File: src/rtl/svk_ahb_arbiter.sv
// svk_ahb_arbiter
//   Bus arbiter for the multi-master AHB fabric. Shares one address/data path
//   among NUM_MASTER requesters through hbusreq/hgrant and publishes the
//   address-phase owner (hmaster) and lock status (hmastlock) for the fabric
//   muxes. Grants only move at burst boundaries: after the last address beat
//   of a fixed-length burst, on any beat of an undefined-length INCR, on
//   IDLE, and never while the granted master holds hlock.
//
// Parameters
//   NUM_MASTER      number of requesters (2 or more)
//   DEFAULT_MASTER  master granted when nobody requests; also the reset owner
//   ARB_MODE        0 = fixed priority (index 0 highest), 1 = round robin
//   MW              width of a master index (derived)
//
// Ports
//   hclk       in   AHB clock, all state on the rising edge
//   hresetn    in   asynchronous active-low reset
//   hbusreq    in   per-master bus request
//   hlock      in   per-master locked-transfer request
//   htrans     in   HTRANS of the muxed current address-phase owner
//   hburst     in   HBURST of the muxed current address-phase owner
//   hready     in   shared HREADY from the slave side
//   hgrant     out  one-hot grant (registered)
//   hmaster    out  index of the master owning the current address phase
//   hmastlock  out  current address phase belongs to a locked sequence

module svk_ahb_arbiter #(
  parameter int NUM_MASTER     = 4,
  parameter int DEFAULT_MASTER = 0,
  parameter int ARB_MODE       = 1,
  localparam int MW            = (NUM_MASTER > 1) ? $clog2(NUM_MASTER) : 1
) (
  input  logic                  hclk,
  input  logic                  hresetn,
  input  logic [NUM_MASTER-1:0] hbusreq,
  input  logic [NUM_MASTER-1:0] hlock,
  input  logic [1:0]            htrans,
  input  logic [2:0]            hburst,
  input  logic                  hready,
  output logic [NUM_MASTER-1:0] hgrant,
  output logic [MW-1:0]         hmaster,
  output logic                  hmastlock
);

  typedef enum logic [1:0] {
    TRANS_IDLE   = 2'b00,
    TRANS_BUSY   = 2'b01,
    TRANS_NONSEQ = 2'b10,
    TRANS_SEQ    = 2'b11
  } htrans_e;

  localparam logic [MW-1:0]         DEFAULT_IDX   = MW'(DEFAULT_MASTER);
  localparam logic [NUM_MASTER-1:0] DEFAULT_GRANT =
    {{(NUM_MASTER-1){1'b0}}, 1'b1} << DEFAULT_MASTER;

  // Number of address beats in a burst; 0 marks undefined-length INCR.
  function automatic logic [4:0] burst_len(input logic [2:0] burst);
    logic [4:0] len;
    case (burst)
      3'b000:          len = 5'd1;
      3'b001:          len = 5'd0;
      3'b010, 3'b011:  len = 5'd4;
      3'b100, 3'b101:  len = 5'd8;
      default:         len = 5'd16;
    endcase
    return len;
  endfunction

  logic [NUM_MASTER-1:0] hgrant_q;
  logic [NUM_MASTER-1:0] grant_d;
  logic [MW-1:0]         grant_idx;
  logic [MW-1:0]         winner;
  logic [MW-1:0]         rr_ptr_q;
  logic [MW-1:0]         rr_ptr_d;
  logic [3:0]            cnt_q;
  logic [3:0]            cnt_d;
  logic [4:0]            cur_len;
  logic                  any_req;
  logic                  arb_point;
  logic                  arb_ok;
  htrans_e               trans;

  assign trans   = htrans_e'(htrans);
  assign cur_len = burst_len(hburst);
  assign any_req = |hbusreq;
  assign hgrant  = hgrant_q;

  // Index of the currently granted master (hgrant is always one-hot).
  always_comb begin
    grant_idx = '0;
    for (int i = 0; i < NUM_MASTER; i++) begin
      if (hgrant_q[i]) grant_idx = MW'(i);
    end
  end

  // Beats still expected after the current one. cnt==1 on a SEQ means this
  // is the final address beat of a fixed burst; cnt==0 means no fixed burst
  // is in flight (INCR, SINGLE, or idle).
  always_comb begin
    cnt_d = cnt_q;
    case (trans)
      TRANS_NONSEQ: cnt_d = (cur_len == 5'd0) ? 4'd0 : 4'(cur_len - 5'd1);
      TRANS_SEQ:    if (cnt_q != 4'd0) cnt_d = cnt_q - 4'd1;
      TRANS_IDLE:   cnt_d = 4'd0;
      default:      cnt_d = cnt_q;
    endcase
  end

  always_comb begin
    arb_point = 1'b0;
    case (trans)
      TRANS_IDLE:   arb_point = 1'b1;
      TRANS_NONSEQ: arb_point = (cur_len <= 5'd1);
      TRANS_SEQ:    arb_point = (cnt_q <= 4'd1);
      default:      arb_point = 1'b0;
    endcase
  end

  // A locked owner keeps the bus regardless of burst position.
  assign arb_ok = hready & arb_point & ~hlock[grant_idx];

  always_comb begin
    int  cand;
    logic found;
    cand   = 0;
    found  = 1'b0;
    winner = DEFAULT_IDX;
    if (ARB_MODE == 0) begin
      for (int i = NUM_MASTER - 1; i >= 0; i--) begin
        if (hbusreq[i]) winner = MW'(i);
      end
    end else begin
      // Search starts just after the last winner and wraps, so the last
      // winner is considered last.
      for (int k = 1; k <= NUM_MASTER; k++) begin
        cand = int'(rr_ptr_q) + k;
        if (cand >= NUM_MASTER) cand = cand - NUM_MASTER;
        if (!found && hbusreq[cand]) begin
          winner = MW'(cand);
          found  = 1'b1;
        end
      end
    end
  end

  always_comb begin
    grant_d = '0;
    for (int i = 0; i < NUM_MASTER; i++) begin
      grant_d[i] = (winner == MW'(i));
    end
  end

  // The pointer only follows real request winners; a fallback to the
  // default master with nobody asking leaves the rotation where it was.
  always_comb begin
    rr_ptr_d = rr_ptr_q;
    if (any_req) rr_ptr_d = winner;
  end

  always_ff @(posedge hclk or negedge hresetn) begin
    if (!hresetn) begin
      hgrant_q  <= DEFAULT_GRANT;
      hmaster   <= DEFAULT_IDX;
      hmastlock <= 1'b0;
      cnt_q     <= 4'd0;
      rr_ptr_q  <= DEFAULT_IDX;
    end else if (hready) begin
      cnt_q     <= cnt_d;
      // hmaster trails hgrant by one accepted cycle so it lines up with the
      // address phase the newly granted master drives.
      hmaster   <= grant_idx;
      hmastlock <= hlock[grant_idx];
      if (arb_ok) begin
        hgrant_q <= grant_d;
        rr_ptr_q <= rr_ptr_d;
      end
    end
  end

endmodule

File: config.mk
export PLATFORM = sky130hd
export DESIGN_NAME = svk_ahb_arbiter
export DESIGN_NICKNAME = d
export VERILOG_FILES = /design/src/rtl/svk_ahb_arbiter.sv
export SDC_FILE = /design/constraint.sdc
export NUM_CORES = 1
export LEC_CHECK = 0
export BUFFER_PORTS_ARGS = -buffer_cell sky130_fd_sc_hd__buf_2
export CAP_MARGIN = 10
export CORE_AREA = 10 10 51 53
export CTS_CLUSTER_DIAMETER = 200
export DETAILED_ROUTE_END_ITERATION = 10
export DIE_AREA = 0 0 61 63
export GPL_TIMING_DRIVEN = 0
export PLACE_DENSITY = 0.8
export SYNTH_ARGS = -nofsm -noshare
export SYNTH_HDL_FRONTEND = slang
export SYNTH_SLANG_ARGS = --single-unit
File: constraint.sdc
create_clock -name hclk -period 4.3 [get_ports hclk]
set_input_delay 1.29 -clock hclk [delete_from_list [all_inputs] [get_ports hclk]]
set_output_delay 1.29 -clock hclk [all_outputs]
set_load 0.005 [all_outputs]
# ---- Word level (Yosys, flattened, before mapping)
# Cells that the tools add are included.
dict set report op_classes {
  addsub 10
  n_lt_le_gt_ge 11
  eq_ne 11
  mux 33
  bitwise 3
  n_reduce_logical 18
}
# op count
set ops {}
lappend ops {{$lt 32x4->1 const B} 4}
lappend ops {{$mux 32} 4}
lappend ops {{$pmux 5 s4} 1}
lappend ops {{$mux 1} 13}
lappend ops {{$mux 2} 6}
lappend ops {{$pmux 4 s3} 1}
lappend ops {{$sub 3x3->4 const B} 3}
lappend ops {{$bmux 1 s2} 5}
lappend ops {{$ge 3x3->1 const B} 3}
lappend ops {{$eq 2x2->1 const B} 4}
lappend ops {{$mux 4} 2}
lappend ops {{$sub 4x1->4 const B} 2}
lappend ops {{$add 2x2->3 const B} 2}
lappend ops {{$eq 3x2->1 const B} 2}
lappend ops {{$eq 3x3->1 const B} 2}
lappend ops {{$reduce_and 3->1} 2}
lappend ops {{$le 5x1->1 const B} 1}
lappend ops {{$logic_not 5->1} 1}
lappend ops {{$sub 4x3->5 const B} 1}
lappend ops {{$add 2x3->4 const B} 1}
lappend ops {{$ge 4x3->1 const B} 1}
lappend ops {{$le 4x1->1 const B} 1}
lappend ops {{$logic_not 2->1} 2}
lappend ops {{$reduce_bool 4->1} 1}
lappend ops {{15 further kinds} 21}
dict set report totals {
  regBits 13
  input_bits 16
  out_inout_bits 7
  word_cells 91
}

# ---- Depth between registers and ports, before layout
# Gate-level depths: netlist (run 1).
dict set report logic_depth {
  ltp_word 17
  ltp_mapped 7
  mapped_depth_nobuf 6
}

# ---- Worst setup path after synthesis (run 1)
# No wires, ideal clock.
dict set report synth_path {
  path_type {in2reg}
  startpoint {input htrans[0]}
  endpoint {register hgrant_q[3], in the netlist hgrant[3]}
  setup_time_ns 0.095
  arrival_ns 2.450
  t_required_ns 4.205
  path_slack_ns 1.754
  path_stages 6
  path_buffers 1
  cell_sequence {ha_1 -> nor3b_2 -> a221oi_2 -> or3_1 -> buf_2 -> o31ai_1}
}
dict set report synth_between {
  elab_chain_len 5
  word_cells_on_any_way 7
  cone_classes {eq/ne: 2; mux: 1; bitwise: 2; reduce/logical: 2}
}
# element line
set synth_rtl {}
lappend synth_rtl {{start: declaration} 37} ;# input logic [1:0] htrans,
lappend synth_rtl {{$eq 2x2->1 or $logic_not 2->1 (tied branches)} 111} ;# case (trans)
lappend synth_rtl {{$pmux 1 s3 (*)} 111}
lappend synth_rtl {{$and 1x1->1 (*) (2 in series)} 120} ;# assign arb_ok = hready & arb_point & ~hlock[grant_idx];
lappend synth_rtl {{$reduce_and 2->1 (no line) (*)} -}
lappend synth_rtl {{end signal: assignment} 174} ;# hgrant_q <= grant_d;
lappend synth_rtl {{end: declaration} 69} ;# logic [NUM_MASTER-1:0] hgrant_q;
# Every way passes the cells marked *; elsewhere a longest branch is shown, timed or not.
# A chain may end at the register's enable or synchronous reset.

# ---- Worst setup path in the final report (run 1)
dict set report layout_path {
  startpoint {input htrans[1]}
  endpoint {register hgrant_q[1], in the netlist hgrant[1]}
}
# Same word-level chain as after synthesis.

==> flow_summary_export.csv, run 1 <==
group,metric,value,unit
status,status,"completed",
clock_network,root_buffer,"clkbuf_4",
logic_synthesis,synthDistinctLibCells,30,
sta,fmax,400,MHz
die,coreArea,1650,µm²
sta,skew,0.00128,ns
sta,post-route-period-util,58.2,%
die,io-pin-count,23,
drt,drc,0,
logic_synthesis,synth_fp_nets,111,
place,dp_hpwl,1530,µm
place,routabilityCongestion,0.740,
clock_network,cts_resized,0,
pwr,ir_worst_vdd,0.264,mV
run,drv_cap,0,
drt,avgViaCountPerCell,5.66,
logic_synthesis,syn_avg_cell_area,9.66,µm²
setup_path,critPathArrivalTime,2.68,ns
sta,relSlewSlack,64.4,%
place,io_buffers,21,
layout,syn2layout_area_growth,17.8,%
drt,vias,742,
global_route,globalRoute.totalOverflow,0,
drt,detail-route-antenna-nets,0,
pwr,p_leak,0.470,nW
place,place_ws,1.52,ns
logic_synthesis,netlist_area,860,µm²
global_route,grt_max_degree,14,
sta,layout_setup_ws,1.80,ns
clock_network,tritoncts,"yes",
global_route,antenna_found_initial,0,
clock_network,cts_buffers,3,
die,num_rows,15,
layout,antenna_cells,0,
sta,fin_crit,2.50,ns
clock_network,htree_levels,1,
setup_path,critPathLaunchType,"input pin",
layout,drive_gt1_share,28.9,%
sta,final_hold_viol_count,0,
clock_network,cts_setup_buffers,0,
sta,worst_hold_slack,0.506,ns
clock_network,numClockSinks,13,
sta,worst_slew_pin_slew,0.529,ns
setup_path,worst-path-max-fanout,5,
die,start_util,52.0,%
layout,fin_nets,137,
drt,drt_iter0_drc,20,
die,die_h,63,µm
sta,slew_violations,0,
pwr,powerDensity,519,nW/µm²
setup_path,path_class,"in -> reg",
global_route,first_global_vias,705,
setup_path,critPathCaptureType,"register",
clock_network,clk_latency,0.27,ns
die,die-area,3840,µm²
drt,routedWlPerCell,14.0,µm
global_route,grt_first_pass_wirelength,2930,µm
clock_network,cts_hold_buffers,0,
logic_synthesis,ys_ff_latch,13,
sta,fin_tns_setup,0,ns
logic_synthesis,synth-seq-area-share,38.0,%
hold_path,hold_class,"reg -> reg",
global_route,track_usage,9.29,%
drt,totalWireLength,1840,µm
clock_network,cts.clk_slew.worst_paths,0.08,ns
sta,rsz0062_at_grt,"no",
drt,first_pass_iters,4,
logic_synthesis,netlist_instances,89,
setup_path,worstPathRequired,4.48,ns
clock_network,cts_buffer_depth,2,
sta,setup_viol,0,
die,die_width,61,µm
logic_synthesis,ys_warn_count,0,
[cells in the mapped netlist, drive strengths merged]
master   n  area share [%]
ha       6             8.7
and3b    1             1.0
nor2     4             1.7
dfstp    1             3.1
mux2     2             2.6
xnor2    1             1.0
mux2i    3             3.5
nor3b    2             2.9
buf      1            0.58
and2b    1            0.87
nand2    3             1.3
nor2b    3             2.2
o32a     1             1.2
a22oi    1            0.87
o211ai   4             3.5
nor4     2             1.5
nand2b   2             1.5
a21oi    7             4.1
inv      8             3.5
nand3    2             1.2
a221oi   2             3.5
o32ai    1             1.0
dfrtp   12              35
or2      1            0.73
o31ai    6             5.2
or3      1            0.73
o22ai    1            0.73
o21ai    7             4.1
o21a     2             1.7
nor3     1            0.58
[sequential cells by signal, summed over array words and instances, names as in the netlist]
name	cells
cnt_q	4
hgrant	4
hmaster	2
hmastlock	1
rr_ptr_q	2
[kinds of logic (layout without fill, tap and decap cells)]
kind of cell / after synthesis / count (layout) / share of synthesized area (%)
xor+xnor: 1 / 1 / 1.02
fa+ha+maj: 6 / 6 / 8.73
compound gates: 32 / 32 / 25.9
buf+inv: 9 / 34 / 4.08
simple gates: 23 / 23 / 16.2
mux: 5 / 5 / 6.11
flops: 13 / 13 / 38.0
[metal layers]
metal  GRT usage (%)  share of wire, %  routed length, µm
met2            15.2                49                897
met5               0                 0                  0
met3            3.66               9.3                171
met4            3.02                 0                  0
met1            10.5                42                768
[worst max-delay path, stage by stage]
cell      delay (ns)
buf_2           0.11
ha_1            0.18
nor3b_2         0.22
a221oi_2        0.13
or3_1           0.35
buf_2           0.16
o31ai_1         0.23
[stage by stage]
stage | util (%) | instances | instance area, µm² | total power, W
after global routing | 61.3 | 131 | 1010 | 0.000573
after floorplan | - | 89 | 860 | 0.000373
after global placement | 59.7 | 127 | 986 | 0.000447
after CTS | 61.3 | 131 | 1010 | 0.000530
after detailed placement | 59.7 | 127 | 986 | 0.000455
final | 61.3 | 131 | 1010 | 0.000525
[where the power goes]
group | internal (W) | leakage (nW) | total, W | switching [W]
Clock | 0.0000358 | 0.0150 | 0.0000736 | 0.0000377
Sequential | 0.000173 | 0.158 | 0.000216 | 0.0000432
Combinational | 0.000114 | 0.297 | 0.000235 | 0.000121
[path summary, 6_finish.rpt]
path | start | end | slack, ns | cells after the start
setup / recovery | htrans[1] | hgrant[1]$_DFFE_PN0P_ | 1.80 | 7
min in group asynchronous | hresetn | hgrant[3]$_DFFE_PN0P_ | 0.89 | 1
hold / removal | hmastlock$_DFFE_PN0P_ | hmastlock$_DFFE_PN0P_ | 0.51 | 1
setup reg to reg | cnt_q[0]$_DFFE_PN0P_ | hgrant[2]$_DFFE_PN0P_ | 2.28 | 7
hold reg to reg | hmastlock$_DFFE_PN0P_ | hmastlock$_DFFE_PN0P_ | 0.51 | 1
max in group asynchronous | hresetn | hgrant[0]$_DFFE_PN1P_ | 3.13 | 1
[cells in the final DEF (no fill, tap or decap)]
cell	n
o22ai_1	1
nor4_1	2
o32a_1	1
dfstp_2	1
and3b_1	1
or2_2	1
a21oi_1	7
o32ai_1	1
and2b_1	1
a22oi_1	1
nor3_1	1
o21ai_0	7
clkbuf_4	3
ha_1	6
xnor2_1	1
dfrtp_1	12
inv_1	8
clkbuf_1	1
o21a_1	2
nand2_1	3
nor2b_1	3
or3_1	1
nor3b_2	2
nand3_1	2
o211ai_1	4
mux2_2	2
o31ai_1	6
nor2_1	4
nand2b_1	2
a221oi_2	2
buf_2	22
mux2i_1	3
[cell type report]
type | count | area (µm²)
fill | 147 | 639
multi-input combinational | 67 | 498
sequential | 13 | 327
timing repair buffer | 21 | 105
inverter | 8 | 30.0
clock buffer | 4 | 26.3
tap | 17 | 21.3
buffer | 1 | 5.00
Power figures use the tool's default switching activity.
==> run 2, diff against run 1 <==
--- a/config.mk
+++ b/config.mk
@@ -7,12 +7,12 @@
 export LEC_CHECK = 0
 export BUFFER_PORTS_ARGS = -buffer_cell sky130_fd_sc_hd__buf_2
 export CAP_MARGIN = 10
-export CORE_AREA = 10 10 51 53
+export CORE_AREA = 10 10 55 57
 export CTS_CLUSTER_DIAMETER = 200
 export DETAILED_ROUTE_END_ITERATION = 10
-export DIE_AREA = 0 0 61 63
+export DIE_AREA = 0 0 65 67
 export GPL_TIMING_DRIVEN = 0
-export PLACE_DENSITY = 0.8
+export PLACE_DENSITY = 0.71
 export SYNTH_ARGS = -nofsm -noshare
 export SYNTH_HDL_FRONTEND = slang
 export SYNTH_SLANG_ARGS = --single-unit
==> constraint.sdc (replaced) <==
create_clock -name hclk -period 2.2 [get_ports hclk]
set_input_delay 0.66 -clock hclk [delete_from_list [all_inputs] [get_ports hclk]]
set_output_delay 0.66 -clock hclk [all_outputs]
set_load 0.005 [all_outputs]
==> run 2 against run 1 <==
Clock power up 110%. First-iteration DRC count up 20%. Via count increased by 3.0%. Final cell count grew 7.6%. Final area increased by 1.2%. Flip-flop and latch count unchanged. Combinational power rose by 96%. Clock-buffer cell count is the same. Core utilization is 8.5 points lower. Sequential power up 97%. Non-clock buffer count is the same. Largest power group unchanged.
==> flow_summary_export.csv, run 2 (synthesis results as in run 1) <==
group,metric,value,unit
status,status,"completed",
setup_path,critPathCaptureType,"register",
setup_path,crit_chain,"inv_1 > ha_1 > or2_2 > a221oi_2 > or3_1 > buf_2 > mux2i_1",
pwr,finalPower,0.00104,W
clock_network,cts_buffers,3,
layout,final_common_cell,"buf_2",
place,dp_hpwl,1610,µm
setup_path,r2r-end,"hgrant[2]$_DFFE_PN0P_",
setup_path,worstPathRequired,2.41,ns
setup_path,r2r_slack,0.15,ns
sta,skew,0.00260,ns
drt,vias,764,
clock_network,numClockSinks,13,
setup_path,crit_path_top_delay_cell,"a221oi_2",
pwr,p_leak,0.470,nW
sta,rsz0062_at_grt,"no",
global_route,antenna_found_initial,0,
sta,fin_tns_setup,0,ns
clock_network,cts.clk_slew.worst_paths,0.08,ns
setup_path,worstRegToRegCells,7,
run,drv_cap,0,
setup_path,max_stage_delay,0.44,ns
clock_network,cts_hold_buffers,0,
clock_network,cts_resized,0,
clock_network,cts_setup_buffers,0,
clock_network,root_buffer,"clkbuf_4",
sta,final_hold_viol_count,0,
drt,detail-route-antenna-nets,0,
global_route,grt_max_degree,14,
sta,worst_slew_pin_slew,0.557,ns
pwr,ir_worst_vdd,0.590,mV
die,coreArea,1940,µm²
hold_path,hold_class,"in -> async",
die,die_width,65,µm
sta,setup_viol,0,
setup_path,critPathLaunchType,"register",
global_route,met2_usage,18.5,%
global_route,top_usage_layer,"met2",
setup_path,rr_startpoint,"cnt_q[0]$_DFFE_PN0P_",
layout,fin_nets,137,
global_route,grt_first_pass_wirelength,3460,µm
setup_path,critPathArrivalTime,2.25,ns
setup_path,path_class,"reg -> reg",
sta,relSlewSlack,62.4,%
layout,syn2layout_area_growth,19.2,%
drt,drc,0,
drt,routedWlPerCell,14.3,µm
die,die-area,4360,µm²
global_route,track_usage,10.1,%
sta,fin_crit,2.05,ns
pwr,powerDensity,1020,nW/µm²
layout,antenna_cells,0,
die,num_rows,16,
clock_network,htree_levels,1,
clock_network,cts_buffer_depth,2,
global_route,met1_usage,9.92,%
global_route,globalRoute.totalOverflow,0,
sta,slew_violations,0,
layout,nFillCells,194,
layout,drive_gt1_share,28.9,%
drt,avgViaCountPerCell,5.42,
die,die_h,67,µm
sta,post-route-period-util,93.1,%
layout,multi_input_area,498,µm²
die,start_util,44.3,%
place,routabilityCongestion,0.838,
place,io_buffers,21,
layout,seqCellArea,327,µm²
global_route,met3_usage,3.01,%
clock_network,tritoncts,"yes",
clock_network,clk_latency,0.28,ns
die,io-pin-count,23,
drt,first_pass_iters,4,
drt,totalWireLength,2020,µm
layout,final_cell_mix,"buf_2 (22), dfrtp_1 (12), inv_1 (8), a21oi_1 (7), o21ai_0 (7)",
setup_path,worst-path-max-fanout,5,
drt,drt_iter0_drc,24,
sta,fmax,488,MHz
global_route,first_global_vias,784,
-- run 2: cell counts in the layout (fill, tap and decap cells not counted) --
Identical to the previous run, type by type.
-- run 2: power by group --
part	leakage, nW	switching (W)	internal (W)
sequential	0.158	0.0000876	0.000338
combinational	0.297	0.000237	0.000224
clock	0.0150	0.0000844	0.0000705
total	0.470	0.000409	0.000632
-- run 2: metal layers --
metal / up-vias / wire length (µm) / part of all wire (%)
li1: 377 / - / -
met1: 369 / 832 / 41
met2: 13 / 1030 / 51
met3: 5 / 116 / 5.7
met4: 0 / 44 / 2.2
met5: - / 0 / 0
-- run 2: how the worst max path moves through the flow --
| stage | startpoint | to | slack [ns] | cells past startpoint |
|---|---|---|---|---|
| after floorplan | htrans[0] | hgrant[3]$_DFFE_PN0P_ | 0.28 | 6 |
| after global placement | htrans[1] | hgrant[2]$_DFFE_PN0P_ | 0.05 | 7 |
| after detailed placement | htrans[1] | hgrant[2]$_DFFE_PN0P_ | 0.03 | 7 |
| after CTS | cnt_q[0]$_DFFE_PN0P_ | hgrant[2]$_DFFE_PN0P_ | 0.15 | 7 |
| after global routing | cnt_q[0]$_DFFE_PN0P_ | hgrant[2]$_DFFE_PN0P_ | 0.02 | 7 |
| final | cnt_q[0]$_DFFE_PN0P_ | hgrant[2]$_DFFE_PN0P_ | 0.15 | 7 |
-- run 2: metrics by stage --
stage | setup WS (ns) | hold WS, ns | utilization (%) | instances | cell area (µm²)
6_report | 0.152 | 0.252 | 52.8 | 141 | 1020
3_5_place_dp | 0.0265 | 0.484 | 51.4 | 137 | 998
4_1_cts | 0.147 | 0.256 | 52.8 | 141 | 1020
2_1_floorplan | 0.284 | 0.364 | - | 89 | 860
5_1_grt | 0.0179 | 0.259 | 52.8 | 141 | 1020
3_3_place_gp | 0.0547 | 0.486 | 51.4 | 137 | 998
-- run 2: final cells by class --
cell class / count / area share (%)
well taps: 27 / 3.30
flip-flops and latches: 13 / 31.9
multi-input cells: 67 / 48.6
plain buffers: 1 / 0.488
inverters: 8 / 2.93
clock buffers: 4 / 2.56
repair buffers: 21 / 10.3
-- run 2: worst max-delay path: cells and delay by family, from the launching register on --
kind | cells | cell delay [ns]
compound gates | 1 | 0.44
fa+ha+maj | 1 | 0.22
buf+inv | 2 | 0.24
flops | 1 | 0.40
mux | 1 | 0.19
simple gates | 2 | 0.48
==> run 3, diff against run 2 <==
--- a/config.mk
+++ b/config.mk
@@ -7,12 +7,14 @@
 export LEC_CHECK = 0
 export BUFFER_PORTS_ARGS = -buffer_cell sky130_fd_sc_hd__buf_2
 export CAP_MARGIN = 10
-export CORE_AREA = 10 10 55 57
+export CELL_PAD_IN_SITES_DETAIL_PLACEMENT = 0
+export CELL_PAD_IN_SITES_GLOBAL_PLACEMENT = 1
+export CORE_AREA = 10 10 62 64
 export CTS_CLUSTER_DIAMETER = 200
 export DETAILED_ROUTE_END_ITERATION = 10
-export DIE_AREA = 0 0 65 67
+export DIE_AREA = 0 0 72 74
 export GPL_TIMING_DRIVEN = 0
-export PLACE_DENSITY = 0.71
+export PLACE_DENSITY_LB_ADDON = 0.1
 export SYNTH_ARGS = -nofsm -noshare
 export SYNTH_HDL_FRONTEND = slang
 export SYNTH_SLANG_ARGS = --single-unit
==> run 3 against run 2 <==
Critical path depth unchanged. Clock power is 7% lower. Clock-buffer cell count unchanged. Final cell count rose by 2.8%. Routed wire length shrank 0.64%. Flip-flop and latch count unchanged. Sequential power is essentially flat. Final area increased by 1.6%. Total power fell by 0.87%. Sequential share of layout area decreased by 0.50 points. Hold slack improved by 0.0078 ns. Critical path type unchanged. Critical endpoint unchanged.
==> flow_summary_export.csv, run 3 (synthesis results as in run 1) <==
group,metric,value,unit
layout,finish.instance_area,1040,µm²
run,drv_cap,0,
layout,nFillCells,278,
die,die-area,5330,µm²
setup_path,path_class,"reg -> reg",
place,dp_hpwl,1660,µm
die,io-pin-count,23,
setup_path,crit_path_top_delay_cell,"dfrtp_1",
sta,setup_viol,0,
drt,drt_iter0_drc,18,
global_route,antenna_found_initial,0,
sta,skew,0.00459,ns
place,place_area,1000,µm²
setup_path,max_stage_delay,0.39,ns
drt,totalWireLength,2010,µm
die,die_h,74,µm
clock_network,htree_levels,1,
sta,final_hold_viol_count,0,
sta,fin_tns_setup,0,ns
die,coreArea,2660,µm²
clock_network,cts_hold_buffers,0,
sta,rsz0062_at_grt,"no",
global_route,met2_usage,12.8,%
drt,vias,735,
setup_path,critPathCaptureType,"register",
sta,relSlewSlack,62.4,%
setup_path,critPathArrivalTime,2.17,ns
die,start_util,32.3,%
layout,final_cell_mix,"buf_2 (22), dfrtp_1 (12), inv_1 (8), a21oi_1 (7), o21ai_0 (7)",
clock_network,root_buffer,"clkbuf_4",
drt,drc,0,
layout,stdcell_count,145,
setup_path,worstPathRequired,2.40,ns
clock_network,cts.clk_slew.worst_paths,0.08,ns
place,dp.cells,141,
setup_path,crit_family,"simple AND/OR/NAND/NOR gates",
global_route,grt_first_pass_wirelength,3510,µm
hold_path,hold_class,"in -> async",
clock_network,cts_setup_buffers,0,
die,die_width,72,µm
global_route,top_usage_layer,"met2",
pwr,ir_worst_vdd,0.536,mV
sta,slew_violations,0,
die,num_rows,19,
pwr,finalPower,0.00103,W
pwr,p_leak,0.470,nW
global_route,met3_usage,3.72,%
drt,detail-route-antenna-nets,0,
drt,avgViaCountPerCell,5.07,
place,io_buffers,21,
sta,fmax,506,MHz
pwr,powerDensity,991,nW/µm²
status,status,"completed",
layout,multi_input_area,509,µm²
clock_network,tritoncts,"yes",
place,routabilityCongestion,0.722,
clock_network,cts_buffer_depth,2,
drt,first_pass_iters,4,
clock_network,numClockSinks,13,
global_route,track_usage,8.03,%
layout,antenna_cells,0,
layout,final_common_cell,"buf_2",
global_route,met1_usage,9.58,%
sta,post-route-period-util,89.8,%
sta,worst_hold_slack,0.260,ns
global_route,grt_max_degree,14,
clock_network,cts_resized,0,
layout,drive_gt1_share,28.9,%
sta,worst_slew_pin_slew,0.558,ns
clock_network,clk_latency,0.27,ns
setup_path,rr_startpoint,"cnt_q[0]$_DFFE_PN0P_",
setup_path,startpoint,"cnt_q[0]$_DFFE_PN0P_",
global_route,globalRoute.totalOverflow,0,
drt,routedWlPerCell,13.8,µm
global_route,first_global_vias,756,
layout,syn2layout_area_growth,21.1,%
layout,seqCellArea,327,µm²
layout,fin_nets,137,
setup_path,critPathLaunchType,"register",
setup_path,r2r_slack,0.22,ns
setup_path,path_buf_inv,2,
setup_path,worst-path-max-fanout,5,
sta,fin_crit,1.98,ns
setup_path,crit_chain,"inv_1 > ha_1 > or2_2 > a221oi_4 > or3_1 > buf_2 > mux2i_1",
clock_network,cts_buffers,3,
## run 3: metrics by stage
| stage | util, % | worst slack, ns |
|---|---|---|
| floorplan | - | 0.284 |
| global placement | 37.7 | 0.0130 |
| detailed placement | 37.7 | 0.0154 |
| CTS | 38.7 | 0.157 |
| global route | 39.1 | 0.0629 |
| finish | 39.1 | 0.224 |
## run 3: routing by layer
| layer | wire, µm | vias to the layer above |
|---|---|---|
| met2 | 902 | 17 |
| met5 | 0 | - |
| met3 | 141 | 2 |
| li1 | - | 381 |
| met1 | 954 | 335 |
| met4 | 9 | 0 |
## run 3: cell type report
type | count | area share (%)
Buffer | 1 | 0.481
Tap cell | 31 | 3.73
Sequential cell | 13 | 31.4
Multi-Input combinational cell | 67 | 48.9
Inverter | 8 | 2.88
Timing Repair Buffer | 21 | 10.1
Clock buffer | 4 | 2.52
## run 3: worst paths after layout
check / end / cells after the start
setup / recovery: hgrant[2]$_DFFE_PN0P_ / 7
hold / removal: hgrant[2]$_DFFE_PN0P_ / 1
setup reg to reg: hgrant[2]$_DFFE_PN0P_ / 7
hold reg to reg: hgrant[0]$_DFFE_PN1P_ / 2
max in group asynchronous: hgrant[0]$_DFFE_PN1P_ / 1
min in group hclk: hgrant[0]$_DFFE_PN1P_ / 2
## run 3: worst register-to-register path: stages, from the launching register on
cell and delay [ns]:
dfrtp_1 0.39, inv_1 0.09, ha_1 0.22, or2_2 0.33
a221oi_4 0.37, or3_1 0.15, buf_2 0.15, mux2i_1 0.20
## run 3: power by group
part | internal, W | leakage, nW | switching [W] | total, W
Clock | 0.0000702 | 0.0150 | 0.0000736 | 0.000144
Sequential | 0.000338 | 0.158 | 0.0000850 | 0.000423
Combinational | 0.000225 | 0.298 | 0.000240 | 0.000465
Total | 0.000634 | 0.470 | 0.000398 | 0.00103
